$ cat config.mk
export PLATFORM = sky130hd
export DESIGN_NAME = pipe_hazard_ctrl_flat
export DESIGN_NICKNAME = d
export VERILOG_FILES = /design/src/rtl/pipe_hazard_ctrl_if.sv /design/src/rtl/pipe_hazard_ctrl.sv /design/src/flat_wrapper.sv
export SDC_FILE = /design/constraint.sdc
export NUM_CORES = 1
export LEC_CHECK = 0
export ABC_AREA = 1
export BUFFER_PORTS_ARGS = -buffer_cell sky130_fd_sc_hd__buf_4
export CAP_MARGIN = 40
export CORE_ASPECT_RATIO = 1.25
export CORE_MARGIN = 4
export CORE_UTILIZATION = 45
export DETAILED_ROUTE_END_ITERATION = 16
export PLACE_DENSITY = 0.69
export SYNTH_ARGS = -nofsm -noshare
export SYNTH_HDL_FRONTEND = slang
export SYNTH_SLANG_ARGS = --single-unit
$ cat constraint.sdc
create_clock -name clk -period 4.7 [get_ports clk]
set_input_delay 0.705 -clock clk [delete_from_list [all_inputs] [get_ports clk]]
set_output_delay 0.705 -clock clk [all_outputs]
set_load 0.02 [all_outputs]
$ cat src/rtl/pipe_hazard_ctrl_if.sv
// Hazard-control bundle between the pipeline datapath (master) and the stall/flush
// sequencer (slave). Purely level-based: every field is sampled combinationally each cycle.
interface pipe_hazard_ctrl_if;
   logic [4:0]  D_rs;
   logic [4:0]  D_rt;
   logic [1:0]  D_Tuse_rs;
   logic [1:0]  D_Tuse_rt;
   logic [4:0]  E_A3;
   logic [1:0]  E_Tnew;
   logic [4:0]  M_A3;
   logic [1:0]  M_Tnew;
   logic        D_is_md;
   logic        E_md_start;
   logic        E_md_div;
   logic [4:0]  M_ExcCode;
   logic        IntReq;
   logic        stall;
   logic        Req;
   logic        F_PC_Wr;
   logic        D_REG_Wr;
   logic        E_REG_Wr;
   logic        md_busy;
   logic        md_done;
   logic [31:0] stall_cnt;

   modport master (
      output D_rs, D_rt, D_Tuse_rs, D_Tuse_rt, E_A3, E_Tnew, M_A3, M_Tnew,
             D_is_md, E_md_start, E_md_div, M_ExcCode, IntReq,
      input  stall, Req, F_PC_Wr, D_REG_Wr, E_REG_Wr, md_busy, md_done, stall_cnt
   );

   modport slave (
      input  D_rs, D_rt, D_Tuse_rs, D_Tuse_rt, E_A3, E_Tnew, M_A3, M_Tnew,
             D_is_md, E_md_start, E_md_div, M_ExcCode, IntReq,
      output stall, Req, F_PC_Wr, D_REG_Wr, E_REG_Wr, md_busy, md_done, stall_cnt
   );
endinterface

$ cat src/rtl/pipe_hazard_ctrl.sv
// Stall/flush sequencer for the five-stage pipeline: register-use hazards, the mult/div
// busy sequencer and a saturating stall-cycle counter.
module pipe_hazard_ctrl #(
   parameter int MULT_CYCLES = 5,
   parameter int DIV_CYCLES  = 10,
   parameter int CNT_W       = 4
) (
   input  logic               clk,
   input  logic               reset,
   pipe_hazard_ctrl_if.slave  hz
);

   localparam logic [CNT_W-1:0] MULT_LD = CNT_W'(MULT_CYCLES);
   localparam logic [CNT_W-1:0] DIV_LD  = CNT_W'(DIV_CYCLES);

   logic [CNT_W-1:0] md_cnt;
   logic             md_done_q;
   logic [31:0]      stall_cnt_q;
   logic             req;
   logic             rs_hazard;
   logic             rt_hazard;
   logic             md_hazard;
   logic             stall;

   // A hazard exists when a producer's result arrives later than D needs it;
   // E and M are tested independently, and r0 is never a real dependency.
   always_comb begin
      rs_hazard = (hz.D_rs != 5'd0) &&
                  (((hz.E_A3 == hz.D_rs) && (hz.E_Tnew > hz.D_Tuse_rs)) ||
                   ((hz.M_A3 == hz.D_rs) && (hz.M_Tnew > hz.D_Tuse_rs)));
      rt_hazard = (hz.D_rt != 5'd0) &&
                  (((hz.E_A3 == hz.D_rt) && (hz.E_Tnew > hz.D_Tuse_rt)) ||
                   ((hz.M_A3 == hz.D_rt) && (hz.M_Tnew > hz.D_Tuse_rt)));
   end

   assign req       = (hz.M_ExcCode != 5'd0) | hz.IntReq;
   assign md_hazard = hz.D_is_md & ((md_cnt != '0) | hz.E_md_start);
   assign stall     = (rs_hazard | rt_hazard | md_hazard) & ~req;

   // Start is only honoured from idle and never alongside a flush; a flush aborts
   // any running operation without a completion pulse.
   always_ff @(posedge clk or posedge reset) begin
      if (reset) begin
         md_cnt    <= '0;
         md_done_q <= 1'b0;
      end else if (hz.E_md_start && !req && (md_cnt == '0)) begin
         md_cnt    <= hz.E_md_div ? DIV_LD : MULT_LD;
         md_done_q <= 1'b0;
      end else if (req) begin
         md_cnt    <= '0;
         md_done_q <= 1'b0;
      end else if (md_cnt != '0) begin
         md_cnt    <= md_cnt - 1'b1;
         md_done_q <= (md_cnt == CNT_W'(1));
      end else begin
         md_done_q <= 1'b0;
      end
   end

   always_ff @(posedge clk or posedge reset) begin
      if (reset) begin
         stall_cnt_q <= 32'd0;
      end else if (stall && (stall_cnt_q != 32'hFFFF_FFFF)) begin
         stall_cnt_q <= stall_cnt_q + 32'd1;
      end
   end

   assign hz.stall     = stall;
   assign hz.Req       = req;
   assign hz.F_PC_Wr   = ~stall;
   assign hz.D_REG_Wr  = ~stall;
   assign hz.E_REG_Wr  = 1'b1;
   assign hz.md_busy   = (md_cnt != '0);
   assign hz.md_done   = md_done_q;
   assign hz.stall_cnt = stall_cnt_q;

endmodule

$ cat src/flat_wrapper.sv
// flat-port wrapper written by rule: the top's interface ports become plain ports
module pipe_hazard_ctrl_flat 
#(
   parameter int MULT_CYCLES = 5,
   parameter int DIV_CYCLES  = 10,
   parameter int CNT_W       = 4
)
  (clk, reset, hz_D_rs, hz_D_rt, hz_D_Tuse_rs, hz_D_Tuse_rt, hz_E_A3, hz_E_Tnew, hz_M_A3, hz_M_Tnew, hz_D_is_md, hz_E_md_start, hz_E_md_div, hz_M_ExcCode, hz_IntReq, hz_stall, hz_Req, hz_F_PC_Wr, hz_D_REG_Wr, hz_E_REG_Wr, hz_md_busy, hz_md_done, hz_stall_cnt);
  pipe_hazard_ctrl_if hz_i ();
  input  logic clk;
  input  logic reset;
  input wire logic [$bits(hz_i.D_rs)-1:0] hz_D_rs;
  input wire logic [$bits(hz_i.D_rt)-1:0] hz_D_rt;
  input wire logic [$bits(hz_i.D_Tuse_rs)-1:0] hz_D_Tuse_rs;
  input wire logic [$bits(hz_i.D_Tuse_rt)-1:0] hz_D_Tuse_rt;
  input wire logic [$bits(hz_i.E_A3)-1:0] hz_E_A3;
  input wire logic [$bits(hz_i.E_Tnew)-1:0] hz_E_Tnew;
  input wire logic [$bits(hz_i.M_A3)-1:0] hz_M_A3;
  input wire logic [$bits(hz_i.M_Tnew)-1:0] hz_M_Tnew;
  input wire logic [$bits(hz_i.D_is_md)-1:0] hz_D_is_md;
  input wire logic [$bits(hz_i.E_md_start)-1:0] hz_E_md_start;
  input wire logic [$bits(hz_i.E_md_div)-1:0] hz_E_md_div;
  input wire logic [$bits(hz_i.M_ExcCode)-1:0] hz_M_ExcCode;
  input wire logic [$bits(hz_i.IntReq)-1:0] hz_IntReq;
  output wire logic [$bits(hz_i.stall)-1:0] hz_stall;
  output wire logic [$bits(hz_i.Req)-1:0] hz_Req;
  output wire logic [$bits(hz_i.F_PC_Wr)-1:0] hz_F_PC_Wr;
  output wire logic [$bits(hz_i.D_REG_Wr)-1:0] hz_D_REG_Wr;
  output wire logic [$bits(hz_i.E_REG_Wr)-1:0] hz_E_REG_Wr;
  output wire logic [$bits(hz_i.md_busy)-1:0] hz_md_busy;
  output wire logic [$bits(hz_i.md_done)-1:0] hz_md_done;
  output wire logic [$bits(hz_i.stall_cnt)-1:0] hz_stall_cnt;
  assign hz_i.D_rs = hz_D_rs;
  assign hz_i.D_rt = hz_D_rt;
  assign hz_i.D_Tuse_rs = hz_D_Tuse_rs;
  assign hz_i.D_Tuse_rt = hz_D_Tuse_rt;
  assign hz_i.E_A3 = hz_E_A3;
  assign hz_i.E_Tnew = hz_E_Tnew;
  assign hz_i.M_A3 = hz_M_A3;
  assign hz_i.M_Tnew = hz_M_Tnew;
  assign hz_i.D_is_md = hz_D_is_md;
  assign hz_i.E_md_start = hz_E_md_start;
  assign hz_i.E_md_div = hz_E_md_div;
  assign hz_i.M_ExcCode = hz_M_ExcCode;
  assign hz_i.IntReq = hz_IntReq;
  assign hz_stall = hz_i.stall;
  assign hz_Req = hz_i.Req;
  assign hz_F_PC_Wr = hz_i.F_PC_Wr;
  assign hz_D_REG_Wr = hz_i.D_REG_Wr;
  assign hz_E_REG_Wr = hz_i.E_REG_Wr;
  assign hz_md_busy = hz_i.md_busy;
  assign hz_md_done = hz_i.md_done;
  assign hz_stall_cnt = hz_i.stall_cnt;
  pipe_hazard_ctrl #(.MULT_CYCLES(MULT_CYCLES), .DIV_CYCLES(DIV_CYCLES), .CNT_W(CNT_W)) u_core (.clk(clk), .reset(reset), .hz(hz_i));
endmodule
# Word-level counts from Yosys, hierarchy flattened
# Index checks and enable logic that the tools add are counted.
# op_classes
n_addsub	2
order_cmp	4
eq_ne	6
n_mux	7
n_bitwise	8
reduce_logical	18
# ops
cell	n
$add 32x1->32 const B	1
$ne 32x32->1 const B	1
$eq 5x5->1	4
$mux 4	4
$reduce_bool 5->1	3
$logic_and 1x1->1	9
$gt 2x2->1	4
$eq 4x1->1 const B	1
$logic_not 4->1	1
$or 1x1->1	4
$reduce_bool 4->1	1
$sub 4x1->4 const B	1
$mux 1	3
$reduce_bool 3->1	1
$and 1x1->1	2
$logic_or 1x1->1	2
$not 1->1	2
$logic_not 1->1	1
# word_totals
reg_bits	37
word_cells	48

# Depth between registers and ports, before layout
# logic_depth
word_depth	8
mapped_depth	15
depth_no_buf	14

# Worst setup path before layout
# No wires, ideal clock.
# synth_path
path_kind	input to output
start	input hz_D_Tuse_rt[1]
end	output hz_F_PC_Wr
arrival_time_ns	2.143
required_ns	3.995
slack_ns	1.852
path_stages	14
path_buffers	2
cell_sequence	inv_1 > ha_1 > nand2_1 > inv_1 > nor2_1 > nand2_1 > nor2_1 > nand2_1 > nand2_1 > nand2_1 > nand3_1 > buf_2 > nand2_1 > buf_4
# synth_via
elab_chain_cells	8
# synth_rtl
item	line	text
from (decl)	flat_wrapper.sv:15	input wire logic [$bits(hz_i.D_Tuse_rt)-1:0] hz_D_Tuse_rt;
$gt 2x2->1, on equally long branches	pipe_hazard_ctrl.sv:32, pipe_hazard_ctrl.sv:33	
$logic_and 1x1->1, on equally long branches	pipe_hazard_ctrl.sv:32, pipe_hazard_ctrl.sv:33	
$logic_or 1x1->1 *	pipe_hazard_ctrl.sv:32	(((hz.E_A3 == hz.D_rt) && (hz.E_Tnew > hz.D_Tuse_rt)) ||
$logic_and 1x1->1 *	pipe_hazard_ctrl.sv:31	rt_hazard = (hz.D_rt != 5'd0) &&
$or 1x1->1 * (2 in a row)	pipe_hazard_ctrl.sv:38	assign stall = (rs_hazard | rt_hazard | md_hazard) & ~req;
$and 1x1->1 *	pipe_hazard_ctrl.sv:38	
$not 1->1 *	-	
to (decl)	flat_wrapper.sv:27	output wire logic [$bits(hz_i.F_PC_Wr)-1:0] hz_F_PC_Wr;
# Mark *: on every way between the ends. The rest lies on a longest branch, timed or not.

# Worst setup path in the final report
# layout_path
start	input hz_D_Tuse_rs[1]
end	output hz_stall
# layout_via
elab_chain_cells	7
# layout_rtl
item	line	text
from (decl)	flat_wrapper.sv:14	input wire logic [$bits(hz_i.D_Tuse_rs)-1:0] hz_D_Tuse_rs;
$gt 2x2->1, on equally long branches	pipe_hazard_ctrl.sv:29, pipe_hazard_ctrl.sv:30	
$logic_and 1x1->1, on equally long branches	pipe_hazard_ctrl.sv:29, pipe_hazard_ctrl.sv:30	
$logic_or 1x1->1 *	pipe_hazard_ctrl.sv:29	(((hz.E_A3 == hz.D_rs) && (hz.E_Tnew > hz.D_Tuse_rs)) ||
$logic_and 1x1->1 *	pipe_hazard_ctrl.sv:28	rs_hazard = (hz.D_rs != 5'd0) &&
$or 1x1->1 * (2 in a row)	pipe_hazard_ctrl.sv:38	
$and 1x1->1 *	pipe_hazard_ctrl.sv:38	
to (decl)	flat_wrapper.sv:25	output wire logic [$bits(hz_i.stall)-1:0] hz_stall;
# Marked as above.

==> out/metrics.csv <==
metric,value,unit
outcome,"complete, no violations",
RSZ-0062 raised after global routing,false,
Starting Density,47.1,%
port buffer count,76,
IO Pins,78,
min Tclk post-route,2.94,ns
synthesis-to-finish area growth,22.2,%
worst-case clock skew,0.00926,ns
Worst Tran Pin Value,0.601,ns
Hold WS,0.516,ns
crit path from,hz_D_Tuse_rs[1],
Final Max Slew Viols,0,
Synth area leaders,"dfrtp_1, nand2_1, nand4_1, nor2_1, inv_1",
largest area contributor in the netlist,dfrtp_1,
final wirelength,8370,µm
Post-Syn Nets,541,
cell area after synthesis,0.00313,mm²
Fin. Hold Viols,0,
Die H,101,µm
CP peak stage delay,0.25,ns
initial antenna violation count,0,
Tot GR Track Use,20.8,%
CP Data Required Time,3.99,ns
clk sinks,37,
Worst Hold Class,in2async,
max_cap viols,0,
CTS Buf Count,5,
leakage power,2.11,nW
gpl congestion,0.979,
row count,33,
top-area cell type share of the netlist area,29.5,%
critical path startpoint category,primary input,
Max Fclk,340,MHz
Synth Flop Type,dfrtp_1,
Post-synth EDFFs,0,
Core Area,0.00665,mm²
PwrDens,176,mW/mm²
first-pass GRT wire length,13900,µm
GR peak layer,met2,
most frequent cell after synthesis,nand2_1,
Synth top cells by count,"nand2_1, nor2_1, inv_1",
Antenna Nets Post-Route,0,
crit path DAT,2.23,ns
fin crit share,62.5,%
H-tree Lvls,2,
"CTS clk-pin slew, worst paths",0.08,ns
initial DRC count,155,
die area,0.00837,mm²
wire per inst,12.9,µm
Yosys reg bits,37,
Crit Path Class,in2out,
Final Setup Violations,0,
DRC viols,0,
"Max FO, Critical Path",18,
VDD IR max,0.138,mV
vias in the first global route,3121,
"Clk Latency, worst-skew pair",0.29,ns
Ant. Diodes,0,
GRT overflow,0,
crit end category,output pin,
RR Startpoint,u_core.hz.stall_cnt[0]$_DFFE_PP0P_,
cts hold-fix bufs,0,
largest net degree at the start of global routing,38,
Max clock buf depth,2,
postcts setup bufs,0,
Root Buffer,clkbuf_8,
syn avg cell area,6.40,µm²
die width,82.6,µm
Yosys cell types,26,
CP cell instances,buf_4 > inv_1 > ha_1 > a21oi_1 > nor2_1 > nand3_1 > nand2_1 > nand2_1 > nand3_1 > buf_4 > nand2_1 > inv_1 > buf_4,
via count,3249,
critical path's slowest cell,ha_1,
Ys Warns,0,
Worst slew margin,59.9,%
drt pass-1 iters,4,
Post-Syn Instances,490,
Async SR Flop Fraction,100,%
layout cells sized above 1,17.1,%
GRT met2 Usage,37.7,%
met1 GRT Util,24.5,%
post-synthesis sequential area ratio,29.5,%
post_cts resized,0,
CTS tree,done,
vias per std cell,5.00,
nets,613,
Detailed Place HPWL,6640,µm
setup_tns,0,ns
GR Util met3,4.54,%
per-layer routing:
layer	routed length, µm	part of all wire [%]
met1	3440	41
met2	4300	51
met3	536	6.4
met4	103	1.2
met5	0	0
cells in the final DEF (no fill, tap or decap), types with 10 or more instances in the layout:
cell type,count
nand2_1,179
buf_4,80
nor2_1,59
inv_1,57
nand4_1,37
dfrtp_1,37
nand3_1,27
xor2_1,14
ha_1,12
xnor2_1,10
critical path: cells and delay by family:
kind | cells | cell delay [ns]
AOI/OAI and AO/OA | 1 | 0.23
and+or+nand+nor | 6 | 0.44
buffers and inverters | 5 | 0.58
adders and majority gates | 1 | 0.25
cell families (layout without fill, tap and decap cells):
| group | after synthesis | count (layout) | share of synthesized area, % |
|---|---|---|---|
| other | 1 | 1 | 0.120 |
| buffers and inverters | 74 | 147 | 10.6 |
| AND/OR/NAND/NOR | 326 | 326 | 45.6 |
| adder cells (fa/ha/maj) | 12 | 12 | 4.79 |
| XOR/XNOR | 24 | 24 | 6.71 |
| flip-flops | 37 | 37 | 29.5 |
| AO/OA/AOI/OAI | 16 | 16 | 2.67 |
cell type report:
type / instances / area [µm²]
repair buffers: 80 / 601
clock buffers: 6 / 82.6
flip-flops and latches: 37 / 926
well taps: 87 / 109
multi-input cells: 379 / 1880
clock inverters: 2 / 13.8
inverters: 59 / 221
fillers: 666 / 2820
state kept, by name, indices dropped and copies added, names as in the netlist:
register / cells
u_core.md_cnt: 4
u_core.hz.md_done: 1
u_core.hz.stall_cnt: 32
final timing paths:
| check | to | slack, ns | cells after the start |
|---|---|---|---|
| setup / recovery | hz_stall | 1.76 | 13 |
| setup reg to reg | u_core.hz.stall_cnt[16]$_DFFE_PP0P_ | 2.01 | 9 |
| max in group asynchronous | u_core.hz.stall_cnt[24]$_DFFE_PP0P_ | 3.84 | 3 |
| hold reg to reg | u_core.hz.stall_cnt[22]$_DFFE_PP0P_ | 0.55 | 2 |
| hold / removal | u_core.hz.md_done$_DFF_PP0_ | 0.52 | 3 |
| min in group clk | u_core.hz.stall_cnt[22]$_DFFE_PP0P_ | 0.55 | 2 |
stage by stage:
stage                     util [%]  power [mW]  instances  worst slack, ns  cell area [µm²]
after global routing          57.6       0.711        650             1.53             3830
after global placement        56.2       0.444        642             1.73             3730
after floorplan                  -       0.395        490             1.85             3130
after CTS                     57.6       0.683        650             1.74             3830
after detailed placement      56.2       0.447        642             1.65             3730
final                         57.6       0.676        650             1.76             3830
power breakdown:
part	leakage [nW]	switching [mW]	internal [mW]
Sequential	0.516	0.00418	0.321
Combinational	1.55	0.0654	0.0489
Clock	0.0512	0.118	0.119
No activity file was read; power rests on OpenSTA's default activity.
